File: src/rtl/core_dbg_master.sv
// Initiator side of the core debug bus: takes one host request, drives it onto the bus,
// waits for the responder's done, then returns one registered response.
//
// state | meaning
// IDLE  | ready for a host request, bus idle (cmd=0)
// BUSY  | command driven on the bus, waiting for done or timeout
// DRAIN | bus released, waiting for done to fall (or timeout)
// RESP  | response presented to host until accepted
module core_dbg_master #(
  parameter int TIMEOUT_CYCLES = 1024
) (
  input  logic        clk,
  input  logic        rstn_i,

  output logic [7:0]  dbg_cmd,
  output logic [31:0] dbg_addr,
  output logic [31:0] dbg_data_dbg_dut,
  input  logic [31:0] dbg_data_dut_dbg,
  input  logic        dbg_dut_done,

  input  logic        req_valid_i,
  output logic        req_ready_o,
  input  logic [7:0]  req_cmd_i,
  input  logic [31:0] req_addr_i,
  input  logic [31:0] req_data_i,

  output logic        resp_valid_o,
  input  logic        resp_ready_i,
  output logic [31:0] resp_data_o,
  output logic        resp_err_o,
  output logic        busy_o
);

  localparam int CNT_W = $clog2(TIMEOUT_CYCLES + 1);
  localparam logic [CNT_W-1:0] CNT_LAST = CNT_W'(TIMEOUT_CYCLES - 1);
  localparam logic [CNT_W-1:0] CNT_MAX  = CNT_W'(TIMEOUT_CYCLES);

  localparam logic [1:0] S_IDLE  = 2'd0;
  localparam logic [1:0] S_BUSY  = 2'd1;
  localparam logic [1:0] S_DRAIN = 2'd2;
  localparam logic [1:0] S_RESP  = 2'd3;

  localparam logic [7:0] CMD_HALT   = 8'd1;
  localparam logic [7:0] CMD_WR_PC  = 8'd6;
  localparam logic [7:0] CMD_RD_REG = 8'd3;
  localparam logic [7:0] CMD_RD_PC  = 8'd5;

  logic [1:0]       state;
  logic [7:0]       cmd_q;
  logic [31:0]      addr_q;
  logic [31:0]      wdata_q;
  logic [31:0]      shadow_q;
  logic [31:0]      resp_data_q;
  logic             resp_err_q;
  logic [CNT_W-1:0] cnt_q;

  logic             cmd_legal;
  logic             returns_data;
  logic             cnt_expired;
  logic [CNT_W-1:0] cnt_inc;

  assign cmd_legal    = (req_cmd_i >= CMD_HALT) && (req_cmd_i <= CMD_WR_PC);
  assign returns_data = (cmd_q == CMD_RD_REG) || (cmd_q == CMD_RD_PC);
  assign cnt_expired  = (cnt_q >= CNT_LAST);
  assign cnt_inc      = (cnt_q == CNT_MAX) ? cnt_q : cnt_q + CNT_W'(1);

  assign req_ready_o      = (state == S_IDLE);
  assign busy_o           = (state != S_IDLE);
  assign resp_valid_o     = (state == S_RESP);
  assign resp_data_o      = resp_data_q;
  assign resp_err_o       = resp_err_q;
  assign dbg_cmd          = cmd_q;
  assign dbg_addr         = addr_q;
  assign dbg_data_dbg_dut = wdata_q;

  always_ff @(posedge clk or negedge rstn_i) begin
    if (!rstn_i) begin
      state       <= S_IDLE;
      cmd_q       <= 8'h0;
      addr_q      <= 32'h0;
      wdata_q     <= 32'h0;
      shadow_q    <= 32'h0;
      resp_data_q <= 32'h0;
      resp_err_q  <= 1'b0;
      cnt_q       <= '0;
    end else begin
      case (state)
        S_IDLE: begin
          cnt_q <= '0;
          if (req_valid_i) begin
            resp_data_q <= 32'h0;
            if (cmd_legal) begin
              cmd_q      <= req_cmd_i;
              addr_q     <= req_addr_i;
              wdata_q    <= req_data_i;
              resp_err_q <= 1'b0;
              state      <= S_BUSY;
            end else begin
              // screened out: answer immediately, bus never sees it
              resp_err_q <= 1'b1;
              state      <= S_RESP;
            end
          end
        end

        S_BUSY: begin
          shadow_q <= dbg_data_dut_dbg;
          if (dbg_dut_done || cnt_expired) begin
            resp_data_q <= (dbg_dut_done && returns_data) ? shadow_q : 32'h0;
            resp_err_q  <= !dbg_dut_done;
            cmd_q       <= 8'h0;
            addr_q      <= 32'h0;
            wdata_q     <= 32'h0;
            cnt_q       <= '0;
            state       <= S_DRAIN;
          end else begin
            cnt_q <= cnt_inc;
          end
        end

        S_DRAIN: begin
          // done must fall before the next command can be issued
          if (!dbg_dut_done) begin
            cnt_q <= '0;
            state <= S_RESP;
          end else if (cnt_expired) begin
            resp_err_q <= 1'b1;
            cnt_q      <= '0;
            state      <= S_RESP;
          end else begin
            cnt_q <= cnt_inc;
          end
        end

        S_RESP: begin
          if (resp_ready_i) begin
            state <= S_IDLE;
          end
        end

        default: state <= S_IDLE;
      endcase
    end
  end

endmodule

File: config.mk
export PLATFORM = sky130hd
export DESIGN_NAME = core_dbg_master
export DESIGN_NICKNAME = d
export VERILOG_FILES = /design/src/rtl/core_dbg_master.sv
export SDC_FILE = /design/constraint.sdc
export NUM_CORES = 1
export LEC_CHECK = 0
export CORE_ASPECT_RATIO = 1.25
export CORE_MARGIN = 4
export CORE_UTILIZATION = 50
export DETAILED_ROUTE_END_ITERATION = 12
export PLACE_DENSITY = 0.89
export SYNTH_ARGS = -nofsm -noshare
export SYNTH_HDL_FRONTEND = slang
export SYNTH_SLANG_ARGS = --single-unit
export TNS_END_PERCENT = 30
File: constraint.sdc
create_clock -name clk -period 5.4 [get_ports clk]
set_input_delay 1.08 -clock clk [delete_from_list [all_inputs] [get_ports clk]]
set_output_delay 1.08 -clock clk [all_outputs]
set_load 0.05 [all_outputs]
# Word-level counts from Yosys, hierarchy flattened
# Cells that the tools add are included.
[word_totals] register_bits=150 latchBits=0 n_memories=0 ramBits=0 in_bits=109 word_cells=71 romBits=0 output_inout_bits=108
[op_classes] n_mul=0 div=0 addsub=1 n_reduce_logical=13 n_mux=33 bitwise_logic=0 shifts=0 n_lt_le_gt_ge=3 n_eq_ne=13
[ops] op="two-way mux 32 bit" n=8
[ops] op="one-hot mux 32 bit (2 select lines)" n=3
[ops] op="two-way mux 11 bit" n=4
[ops] op="one-hot mux 11 bit (3 select lines)" n=1
[ops] op="two-way mux 8 bit" n=3
[ops] op="one-hot mux 8 bit (2 select lines)" n=1
[ops] op="two-way mux 2 bit" n=6
[ops] op="adder 11 x 1 -> 11 bit (second input constant)" n=1
[ops] op="== test 11 bit (second input constant)" n=1
[ops] op="greater-or-equal comparator 11 x 10 -> 1 bit (second input constant)" n=1
[ops] op="== test 8 x 2 -> 1 bit (second input constant)" n=1
[ops] op="== test 8 x 3 -> 1 bit (second input constant)" n=1
[ops] op="greater-or-equal comparator 8 x 1 -> 1 bit (second input constant)" n=1
[ops] op="less-or-equal comparator 8 x 3 -> 1 bit (second input constant)" n=1
[ops] op="!= test 2 bit (second input constant)" n=4
[ops] op="one-hot mux 2 bit (4 select lines)" n=1
[ops] op="AND reduction 4 bit" n=2
[ops] op="two-way mux 1 bit" n=5
[ops] op="AND reduction 5 bit" n=1
[ops] op="== test 2 bit (second input constant)" n=2
[ops] op="!= test 2 x 1 -> 1 bit (second input constant)" n=2
[ops] op="nonzero test 2 bit" n=2
[ops] op="!= test 3 bit (second input constant)" n=1
[ops] op="one-hot mux 1 bit (3 select lines)" n=1
[ops] op="7 further kinds" n=9

# Depth between registers and ports, before layout
# Gate-level depths: netlist (run 1).
[logic_depth] ltp_word=6 depth_mapped=8 ltp_nobuf=6

# Worst setup path before layout (run 1)
# OpenSTA, ideal clock, no wires.
[synth_timing] path_kind="in2reg" start="input port req_cmd_i[7]" end="register addr_q[0] (netlist: dbg_addr[0])" path_stages=5 arrival_ns=2.673 setup_time_ns=0.125 path_slack_ns=2.602 t_required_ns=5.275 path_buffers=1 path_cell_list="or4_1 > nor4_4 > o211ai_4 > buf_6 > mux2_4"
[synth_between] elab_chain_len=4
[synth_rtl] item="start, declared" line_no="23" text="input logic [7:0] req_cmd_i,"
[synth_rtl] item="greater-or-equal comparator 8 x 1 -> 1 bit or less-or-equal comparator 8 x 3 -> 1 bit (tied branches)" line_no="62" text="assign cmd_legal = (req_cmd_i >= CMD_HALT) && (req_cmd_i <= CMD_WR_PC);"
[synth_rtl] item="logical AND 1 bit (*)" line_no="62"
[synth_rtl] item="!= test 2 x 1 -> 1 bit (no line) (*)"
[synth_rtl] item="AND reduction 4 bit (no line) (*)"
[synth_rtl] item="end signal, assigned" line_no="94" text="addr_q <= req_addr_i;"
[synth_rtl] item="end, declared" line_no="50" text="logic [31:0] addr_q;"
# Mark *: on every way between the ends. The rest lies on a longest branch, timed or not.
# A chain may end at the register's enable or synchronous reset.

# Worst setup path in the final report (run 1)
[layout_timing] start="register state[0]" end="output port resp_valid_o"
[layout_between] elab_chain_len=1
[layout_rtl] item="start, declared" line_no="48" text="logic [1:0] state;"
[layout_rtl] item="start signal, assigned" line_no="78" text="state <= S_IDLE;"
[layout_rtl] item="start signal, assigned" line_no="97" text="state <= S_BUSY;"
[layout_rtl] item="start signal, assigned" line_no="101" text="state <= S_RESP;"
[layout_rtl] item="== test 2 bit" line_no="69" text="assign resp_valid_o = (state == S_RESP);"
[layout_rtl] item="end, declared" line_no="27" text="output logic resp_valid_o,"
# No other way between the ends.

==> flow_summary.json, run 1 <==
{
  "via_per_inst": 5.46,
  "crit_path_start_kind": "register",
  "post_cts_resized": 0,
  "clockRootBuffer": "clkbuf_16",
  "required_ns": 4.32,
  "hold_viol": 0,
  "ys.flop_type": "dfrtp_1",
  "fin_crit_sh_pct": 64.5,
  "start_util_pct": 51.6,
  "maxCapViolations": 0,
  "die_area_sq_mm": 0.0158,
  "drt-total-wl_mm": 18.1,
  "cts.clk_slew.worst_paths_ns": 0.06,
  "htree_levels": 4,
  "grt_pass1_vias": 5320,
  "cts_made_buffers": 17,
  "drive_above_1_share_pct": 21.8,
  "rsz0062_at_grt": "no",
  "cp_max_fo": 19,
  "synth.most_common_cell": "dfrtp_1",
  "setup.worst_path.end_class": "output port",
  "ant_nets": 0,
  "fin_area_sq_mm": 0.00977,
  "tightestPinTransition_ns": 0.840,
  "syn_to_final_growth_pct": 41.3,
  "finalNetCount": 845,
  "cts_sinks": 150,
  "clock_path_buffers": 2,
  "ys_seq_area_share_pct": 54.3,
  "irDropWorstVdd_v": 0.000463,
  "outcome": "complete, no violations",
  "route.met3.wl_mm": 1.33,
  "wl_per_cell_um": 19.8,
  "hp-class": "register to register",
  "drtIter0Drc": 284,
  "die_w_um": 113,
  "synth_edf_count": 0,
  "placed_cell_area_sq_mm": 0.00920,
  "num_rows": 47,
  "die_h_um": 139,
  "yosysWarnings": 0,
  "cts_tree": "built",
  "holdWs_ns": 0.493,
  "setup_tns_ns": 0,
  "portBuffers": 216,
  "grt_max_degree": 95,
  "ys_seq_elements": 150,
  "synth_top_area_share_pct": 54.3,
  "post-route-drc-count": 0,
  "clk_latency_ns": 0.43,
  "drtPass1Iterations": 4,
  "place.gp.congestion": 0.863,
  "setup_viol": 0,
  "fin_util_pct": 72.9,
  "cts_setup_buffers": 0,
  "antenna_cells": 0,
  "relSlewSlack_pct": 44.0,
  "p_per_area_mw_per_mm2": 657,
  "met1_length_mm": 7.30,
  "layout_min_cycle_time_ns": 3.48,
  "path_class": "register to output port",
  "synth_cell_type_count": 45,
  "synthesis.area_sq_mm": 0.00692,
  "p_total_w": 0.00642,
  "num_vias": 4986,
  "gr-total-overflow": 0,
  "core_area_sq_mm": 0.0134,
  "arrival_ns": 2.40,
  "synth_area_per_cell_sq_um": 13.2,
  "antenna_found_initial": 0,
  "syn_inst": 522,
  "wl_met2_mm": 9.14,
  "grt.total_usage_pct": 23.1,
  "slew_viol_final": 0,
  "synthTopCellsByArea": "dfrtp_1, mux2_4, nor2b_1",
  "ys_async_sr_fraction_pct": 100,
  "syn_nets": 637,
  "finClkSkew_ns": 0.0122,
  "io_pins": 217,
  "yosysTopAreaCell": "dfrtp_1",
  "hold_buffers": 0,
  "routed.top_layer": "met4",
  "synth.top_cells.by_count": "dfrtp_1, nor2b_1, mux2_4",
  "post-dp-hpwl_mm": 12.3,
  "grt_pass1_wl_mm": 28.8,
  "p_leak_nw": 4.28,
  "timing.fmax_ghz": 0.287
}
## final timing paths
kind	end	cells after the start	start	slack [ns]
worst max-delay path	resp_valid_o	2	state[0]$_DFFE_PN0P_	1.92
worst min-delay path	dbg_addr[29]$_DFFE_PN0P_	1	dbg_addr[29]$_DFFE_PN0P_	0.49
worst max register to register	dbg_addr[30]$_DFFE_PN0P_	8	state[1]$_DFFE_PN0P_	2.26
worst min register to register	dbg_addr[29]$_DFFE_PN0P_	1	dbg_addr[29]$_DFFE_PN0P_	0.49
max in group asynchronous	resp_data_o[16]$_DFFE_PN0P_	2	rstn_i	3.40
min in group asynchronous	dbg_addr[20]$_DFFE_PN0P_	1	rstn_i	0.72
## layout make-up
class	instances	area, sq um
Multi-Input combinational cell	326	2950
Clock buffer	19	443
Fill cell	870	3630
Clock inverter	13	136
Inverter	11	41.3
Sequential cell	150	3750
Timing Repair Buffer	224	2240
Tap cell	171	214
## per-stage QoR
stage	std cells	setup slack, ns
global placement	882	1.99
CTS	914	1.90
detailed placement	882	1.93
global route	914	1.79
finish	914	1.92
floorplan	522	2.60
## where the power goes
part / internal, W / leakage, nW / switching (W)
clock network: 0.000661 / 0.281 / 0.000499
registers: 0.00155 / 1.90 / 0.000263
logic: 0.00148 / 2.10 / 0.00196
## metal layers
layer | GRT usage [%] | vias up
met1 | 28.6 | 2502
met5 | 0 | -
met2 | 38.6 | 202
li1 | - | 2254
met3 | 6.69 | 28
met4 | 7.91 | 0
## registers in the layout, summed over array words and instances, names as in the netlist
| register | count |
|---|---|
| resp_data_o | 32 |
| cnt_q | 11 |
| dbg_cmd | 8 |
| shadow_q | 32 |
| dbg_addr | 32 |
| state | 2 |
| resp_err_o | 1 |
| dbg_data_dbg_dut | 32 |
## critical path, cell delays in order, from the launching register on
cell and delay (ns):
dfrtp_1 0.42, ha_1 0.60, clkdlybuf4s50_1 0.95
## cells by family (layout without fill, tap and decap cells)
logic type / Yosys count / count (layout) / share of synthesized area, %
compound gates: 89 / 89 / 10.4
simple gates: 128 / 128 / 11.0
fa+ha+maj: 6 / 6 / 1.09
xor+xnor: 1 / 1 / 0.127
buf+inv: 46 / 267 / 3.31
mux: 102 / 102 / 19.8
flops: 150 / 150 / 54.3
## cells in the final DEF (no fill, tap or decap), types with 2 or more instances in the layout
cell type / n
inv_1: 11
nor4_1: 2
o21ai_0: 3
nor3_1: 2
mux2_4: 60
nor2_2: 2
a21boi_0: 33
nor2_1: 9
nand2b_1: 4
a31o_2: 19
and2_1: 8
clkdlybuf4s50_1: 215
inv_8: 3
nand2_1: 9
nand4_1: 4
a32oi_1: 2
buf_4: 7
a21oi_1: 4
a31oi_1: 3
dfrtp_1: 150
mux2_1: 5
nor2b_1: 69
inv_6: 4
clkinvlp_4: 2
mux2_2: 36
clkinv_4: 2
o22ai_1: 3
nand3_1: 9
clkbuf_16: 17
ha_1: 5
a31o_1: 13
or3_1: 3
No activity file was read; power rests on OpenSTA's default activity.
==> run 2, diff against run 1 <==
--- a/config.mk
+++ b/config.mk
@@ -7,9 +7,9 @@
 export LEC_CHECK = 0
 export CORE_ASPECT_RATIO = 1.25
 export CORE_MARGIN = 4
-export CORE_UTILIZATION = 50
+export CORE_UTILIZATION = 42
 export DETAILED_ROUTE_END_ITERATION = 12
-export PLACE_DENSITY = 0.89
+export PLACE_DENSITY = 0.8
 export SYNTH_ARGS = -nofsm -noshare
 export SYNTH_HDL_FRONTEND = slang
 export SYNTH_SLANG_ARGS = --single-unit
==> constraint.sdc (replaced) <==
create_clock -name clk -period 3.1 [get_ports clk]
set_input_delay 0.62 -clock clk [delete_from_list [all_inputs] [get_ports clk]]
set_output_delay 0.62 -clock clk [all_outputs]
set_load 0.05 [all_outputs]
==> run 2 against run 1 <==
Routed wire length fell by 1.2%. Sequential power rose by 74%. Total power rose by 78%. Critical path type unchanged.
==> flow_summary.json, run 2 (synthesis results as in run 1) <==
{
  "num_vias": 5014,
  "num_rows": 52,
  "cp_common_cell": "inv_1",
  "post_cts_resized": 0,
  "clock_path_buffers": 2,
  "tightestPinTransition_ns": 0.613,
  "ant_nets": 0,
  "fin_area_sq_mm": 0.00997,
  "gr-total-overflow": 0,
  "layout.cells.non_filler": 967,
  "via_per_inst": 5.19,
  "irDropWorstVdd_v": 0.000399,
  "relSlewSlack_pct": 58.6,
  "drtIter0Drc": 317,
  "finalNetCount": 853,
  "finClkSkew_ns": 0.0105,
  "setup.worst_path.end_class": "output port",
  "pwr-share-comb_pct": 53.4,
  "critPathTopFamily": "buffers and inverters",
  "grt_max_degree": 64,
  "drive_above_1_share_pct": 22.6,
  "final_common_cell": "clkdlybuf4s50_1",
  "crit_buf_inv": 3,
  "dpl.cell_count": 935,
  "cp_cell_sequence": "inv_1, ha_1, inv_1, clkdlybuf4s50_1",
  "hold_buffers": 0,
  "portBuffers": 216,
  "die_w_um": 123,
  "htree_levels": 4,
  "arrival_ns": 2.30,
  "grt.total_usage_pct": 19.3,
  "antenna_cells": 0,
  "final_cell_mix": "clkdlybuf4s50_1, dfrtp_1, nor2b_1, mux2_4, mux2_2",
  "cpPeakStageDelay_ns": 0.84,
  "switchingPower_w": 0.00472,
  "die_area_sq_mm": 0.0186,
  "drt-total-wl_mm": 17.9,
  "drtPass1Iterations": 5,
  "cts_sinks": 150,
  "clkPwrFrac_pct": 18.9,
  "cts_tree": "built",
  "hold_viol": 0,
  "cp_max_fo": 7,
  "seq_power_share_pct": 27.7,
  "internal-power_w": 0.00669,
  "p_per_area_mw_per_mm2": 1140,
  "fillers": 1200,
  "hp-class": "primary input to asynchronous set/reset pin",
  "cts_made_buffers": 17,
  "cts.clk_slew.worst_paths_ns": 0.06,
  "p_leak_nw": 4.35,
  "required_ns": 2.48,
  "slew_viol_final": 0,
  "wl_per_cell_um": 18.5,
  "timing.fmax_ghz": 0.343,
  "die_h_um": 151,
  "start_util_pct": 42.7,
  "post-route-drc-count": 0,
  "rsz0062_at_grt": "no",
  "cts_setup_buffers": 0,
  "cp_slowest_cell": "clkdlybuf4s50_1",
  "clk_latency_ns": 0.41,
  "maxCapViolations": 0,
  "fin_crit_sh_pct": 94.1,
  "placed_cell_area_sq_mm": 0.00935,
  "path_class": "register to output port",
  "grt_pass1_wl_mm": 27.8,
  "core_area_sq_mm": 0.0162,
  "place.gp.congestion": 0.803,
  "setup_tns_ns": 0,
  "syn_to_final_growth_pct": 44.2,
  "post-dp-hpwl_mm": 12.6,
  "antenna_found_initial": 0,
  "crit_path_start_kind": "register",
  "grt_pass1_vias": 5329,
  "outcome": "complete, no violations",
  "setup_viol": 0,
  "swShare_pct": 41.4,
  "clockRootBuffer": "clkbuf_16",
  "io_pins": 217,
  "layout_min_cycle_time_ns": 2.92
}
-- run 2: cell count changes in the layout (fill, tap and decap cells not counted), sizes merged --
cell	before	now
buf	9	17
clkinv	3	4
clkbuf	19	20
inv	18	14
bufinv	1	3
-- run 2: cell type report --
class | instances | area, sq um | area share (%)
flip-flops and latches | 150 | 3750 | 37.6
multi-input cells | 326 | 2950 | 29.6
repair buffers | 232 | 2330 | 23.4
clock buffers | 20 | 457 | 4.58
well taps | 216 | 270 | 2.71
clock inverters | 12 | 166 | 1.67
inverters | 11 | 41.3 | 0.414
-- run 2: worst reg2reg max path: cells and delay by family, from the launching register on --
kind	cells	cell delay, ns
flops	1	0.44
mux	1	0.40
fa+ha+maj	1	0.27
simple gates	1	0.58
compound gates	2	0.69
-- run 2: through the flow --
| stage | power (W) | setup slack (ns) | hold WS (ns) | utilization [%] |
|---|---|---|---|---|
| 3_5_place_dp | 0.00931 | 0.184 | 0.452 | 57.7 |
| 6_report | 0.0114 | 0.184 | 0.0235 | 61.6 |
| 5_1_grt | 0.0119 | 0.117 | 0.00339 | 61.6 |
| 3_3_place_gp | 0.00910 | 0.231 | 0.447 | 57.7 |
| 4_1_cts | 0.0115 | 0.162 | 0.00271 | 61.6 |
| 2_1_floorplan | 0.00746 | 0.563 | 0.324 | - |
-- run 2: worst paths after layout --
path	startpoint	slack, ns	endpoint	cells past startpoint
setup / recovery	state[0]$_DFFE_PN0P_	0.18	busy_o	4
hold reg to reg	shadow_q[21]$_DFFE_PN0P_	0.50	resp_data_o[21]$_DFFE_PN0P_	1
setup reg to reg	cnt_q[0]$_DFFE_PN0N_	0.60	state[1]$_DFFE_PN0P_	5
hold / removal	rstn_i	0.02	resp_data_o[16]$_DFFE_PN0P_	1
min in group clk	shadow_q[21]$_DFFE_PN0P_	0.50	resp_data_o[21]$_DFFE_PN0P_	1
max in group asynchronous	rstn_i	2.31	dbg_data_dbg_dut[0]$_DFFE_PN0P_	2
-- run 2: power by group through the flow --
| stage | logic (W) | clock network (W) | registers (W) |
|---|---|---|---|
| floorplan | 0.00271 | 0 | 0.00474 |
| global placement | 0.00596 | 0 | 0.00314 |
| detailed placement | 0.00613 | 0 | 0.00318 |
| CTS | 0.00614 | 0.00221 | 0.00316 |
| global route | 0.00640 | 0.00230 | 0.00324 |
| finish | 0.00610 | 0.00215 | 0.00316 |
-- run 2: layer usage --
metal,part of all wire (%),vias up,GRT usage (%)
met2,51,212,33.4
met1,40,2506,22.8
met5,0,-,0
met4,1.9,0,7.39
met3,7.8,25,5.12
li1,-,2271,-
==> run 3, diff against run 2 <==
--- a/config.mk
+++ b/config.mk
@@ -5,11 +5,13 @@
 export SDC_FILE = /design/constraint.sdc
 export NUM_CORES = 1
 export LEC_CHECK = 0
+export ABC_AREA = 1
 export CORE_ASPECT_RATIO = 1.25
 export CORE_MARGIN = 4
-export CORE_UTILIZATION = 42
+export CORE_UTILIZATION = 43
 export DETAILED_ROUTE_END_ITERATION = 12
-export PLACE_DENSITY = 0.8
+export GPL_ROUTABILITY_DRIVEN = 1
+export PLACE_DENSITY = 0.82
 export SYNTH_ARGS = -nofsm -noshare
 export SYNTH_HDL_FRONTEND = slang
 export SYNTH_SLANG_ARGS = --single-unit
==> run 3 against run 2 <==
Sequential cell count unchanged. Register-to-register slack improved by 0.08 ns. Fmax increased by 8.9%. Final cell count increased by 32%. Critical path type unchanged.
==> flow_summary.json, run 3 <==
{
  "start_util_pct": 44.4,
  "synth.most_common_cell": "nand2_1",
  "slew_viol_final": 0,
  "irDropWorstVdd_v": 0.000641,
  "post-dp-hpwl_mm": 12.9,
  "path_class": "register to output port",
  "drive_above_1_share_pct": 5.99,
  "synth.top_cells.by_count": "nand2_1, dfrtp_1, nand3b_1",
  "cts_tree": "built",
  "via_per_inst": 4.83,
  "drtPass1Iterations": 7,
  "yosysTopAreaCell": "dfrtp_1",
  "clk_latency_ns": 0.42,
  "gr-total-overflow": 0,
  "clockRootBuffer": "clkbuf_16",
  "grt_pass1_vias": 6074,
  "hold_buffers": 0,
  "ant_nets": 0,
  "syn_nets": 969,
  "p_leak_nw": 5.00,
  "htree_levels": 4,
  "post-route-drc-count": 0,
  "synth_area_per_cell_sq_um": 8.19,
  "layout_min_cycle_time_ns": 2.68,
  "cpPeakStageDelay_ns": 0.76,
  "cts_sinks": 150,
  "critPathTopFamily": "buffers and inverters",
  "ys_async_sr_fraction_pct": 100,
  "syn_to_final_growth_pct": 42.4,
  "dp_slack_ns": 0.439,
  "clock_path_buffers": 2,
  "synthTopCellsByArea": "dfrtp_1, nand2_1, nand3b_1",
  "portBuffers": 216,
  "maxCapViolations": 0,
  "arrival_ns": 2.06,
  "io_pins": 217,
  "p_per_area_mw_per_mm2": 1060,
  "timing.fmax_ghz": 0.373,
  "drtIter0Drc": 507,
  "synth_edf_count": 0,
  "yosysWarnings": 0,
  "cts_setup_buffers": 0,
  "rsz0062_at_grt": "no",
  "place.gp.congestion": 0.823,
  "ys.flop_type": "dfrtp_1",
  "setup_viol": 0,
  "tightestPinTransition_ns": 0.670,
  "required_ns": 2.48,
  "synth_top_area_share_pct": 53.7,
  "grt_pass1_wl_mm": 30.1,
  "grt_max_degree": 69,
  "crit_buf_inv": 3,
  "syn_inst": 854,
  "cts.clk_slew.worst_paths_ns": 0.06,
  "num_vias": 6179,
  "antenna_found_initial": 0,
  "finClkSkew_ns": 0.00941,
  "cp_cell_sequence": "inv_1, ha_1, clkinv_1, clkdlybuf4s50_1",
  "setup_tns_ns": 0,
  "ys_seq_area_share_pct": 53.7,
  "synth_cell_type_count": 28,
  "ys_seq_elements": 150,
  "hold_viol": 0,
  "setup_slack_ns": 0.423,
  "num_rows": 51,
  "cts_made_buffers": 17,
  "outcome": "complete, no violations",
  "cp_max_fo": 7,
  "die_h_um": 151,
  "grt.total_usage_pct": 20.6,
  "post_cts_resized": 0,
  "antenna_cells": 0,
  "drt-total-wl_mm": 18.7,
  "setup.worst_path.end_class": "output port",
  "relSlewSlack_pct": 55.3,
  "crit_path_start_kind": "register",
  "final_common_cell": "nand2_1",
  "cp_slowest_cell": "clkdlybuf4s50_1",
  "core_area_sq_mm": 0.0158,
  "final_cell_mix": "nand2_1, clkdlybuf4s50_1, dfrtp_1, nand3b_1, inv_1",
  "synthesis.area_sq_mm": 0.00699,
  "finalNetCount": 1170,
  "hp-class": "primary input to asynchronous set/reset pin",
  "wl_per_cell_um": 14.6,
  "die_w_um": 122,
  "die_area_sq_mm": 0.0184,
  "fin_crit_sh_pct": 86.4
}
-- run 3: cell types whose count changed in the layout (fill, tap and decap cells not counted), sizes merged, moves of 46 or more --
| cell | delta |
|---|---|
| inv | +52 |
| nand2 | +347 |
| mux2 | -101 |
| nor2b | -69 |
| nand3 | +46 |
| nand3b | +63 |
-- run 3: cells by family (layout without fill, tap and decap cells) --
family	count (synthesis)	after routing	synth area share, %
compound gates	42	42	3.11
xor+xnor	7	7	0.877
fa+ha+maj	6	6	1.07
buf+inv	114	328	7.53
flops	150	150	53.7
simple gates	535	535	33.7
-- run 3: layout make-up --
cell class,instances,area (sq um)
Multi-Input combinational cell,590,2720
Tap cell,212,265
Sequential cell,150,3750
Fill cell,1322,5800
Timing Repair Buffer,232,2330
Clock buffer,19,453
Clock inverter,13,194
Inverter,64,241
-- run 3: power breakdown --
| part | total [W] | switching, W | leakage (nW) | internal [W] |
|---|---|---|---|---|
| logic | 0.00544 | 0.00375 | 2.74 | 0.00169 |
| registers | 0.00292 | 0.000301 | 1.95 | 0.00262 |
| clock network | 0.00224 | 0.000833 | 0.309 | 0.00140 |
| total | 0.0106 | 0.00488 | 5.00 | 0.00571 |
-- run 3: per-stage QoR --
step / hold WS [ns] / utilization (%) / instances / total power [W] / area, sq um
after CTS: 0.192 / 63.2 / 1280 / 0.0107 / 9960
after detailed placement: 0.456 / 59.1 / 1248 / 0.00843 / 9310
after floorplan: 0.324 / - / 854 / 0.00676 / 6990
final: 0.176 / 63.2 / 1280 / 0.0106 / 9960
after global routing: 0.208 / 63.2 / 1280 / 0.0113 / 9960
after global placement: 0.445 / 59.1 / 1248 / 0.00833 / 9310
-- run 3: layer usage --
layer	track usage [%]	vias up	routed length [um]
met4	7.73	0	463
met2	33.7	196	9230
met1	25.5	2890	7580
met5	0	-	0
met3	6.73	36	1400
li1	-	3057	-
-- run 3: path summary, 6_finish.rpt --
kind / startpoint / endpoint / slack [ns] / cells after the start
worst min-delay path: rstn_i / shadow_q[8]$_DFFE_PN0P_ / 0.18 / 1
worst max register to register: state[1]$_DFFE_PN0P_ / resp_data_o[23]$_DFFE_PN0P_ / 0.68 / 10
worst max-delay path: state[1]$_DFFE_PN0P_ / busy_o / 0.42 / 4
max in group asynchronous: rstn_i / resp_data_o[1]$_DFFE_PN0P_ / 2.18 / 2
min in group clk: dbg_data_dbg_dut[23]$_DFFE_PN0P_ / dbg_data_dbg_dut[23]$_DFFE_PN0P_ / 0.47 / 2
worst min register to register: dbg_data_dbg_dut[23]$_DFFE_PN0P_ / dbg_data_dbg_dut[23]$_DFFE_PN0P_ / 0.47 / 2
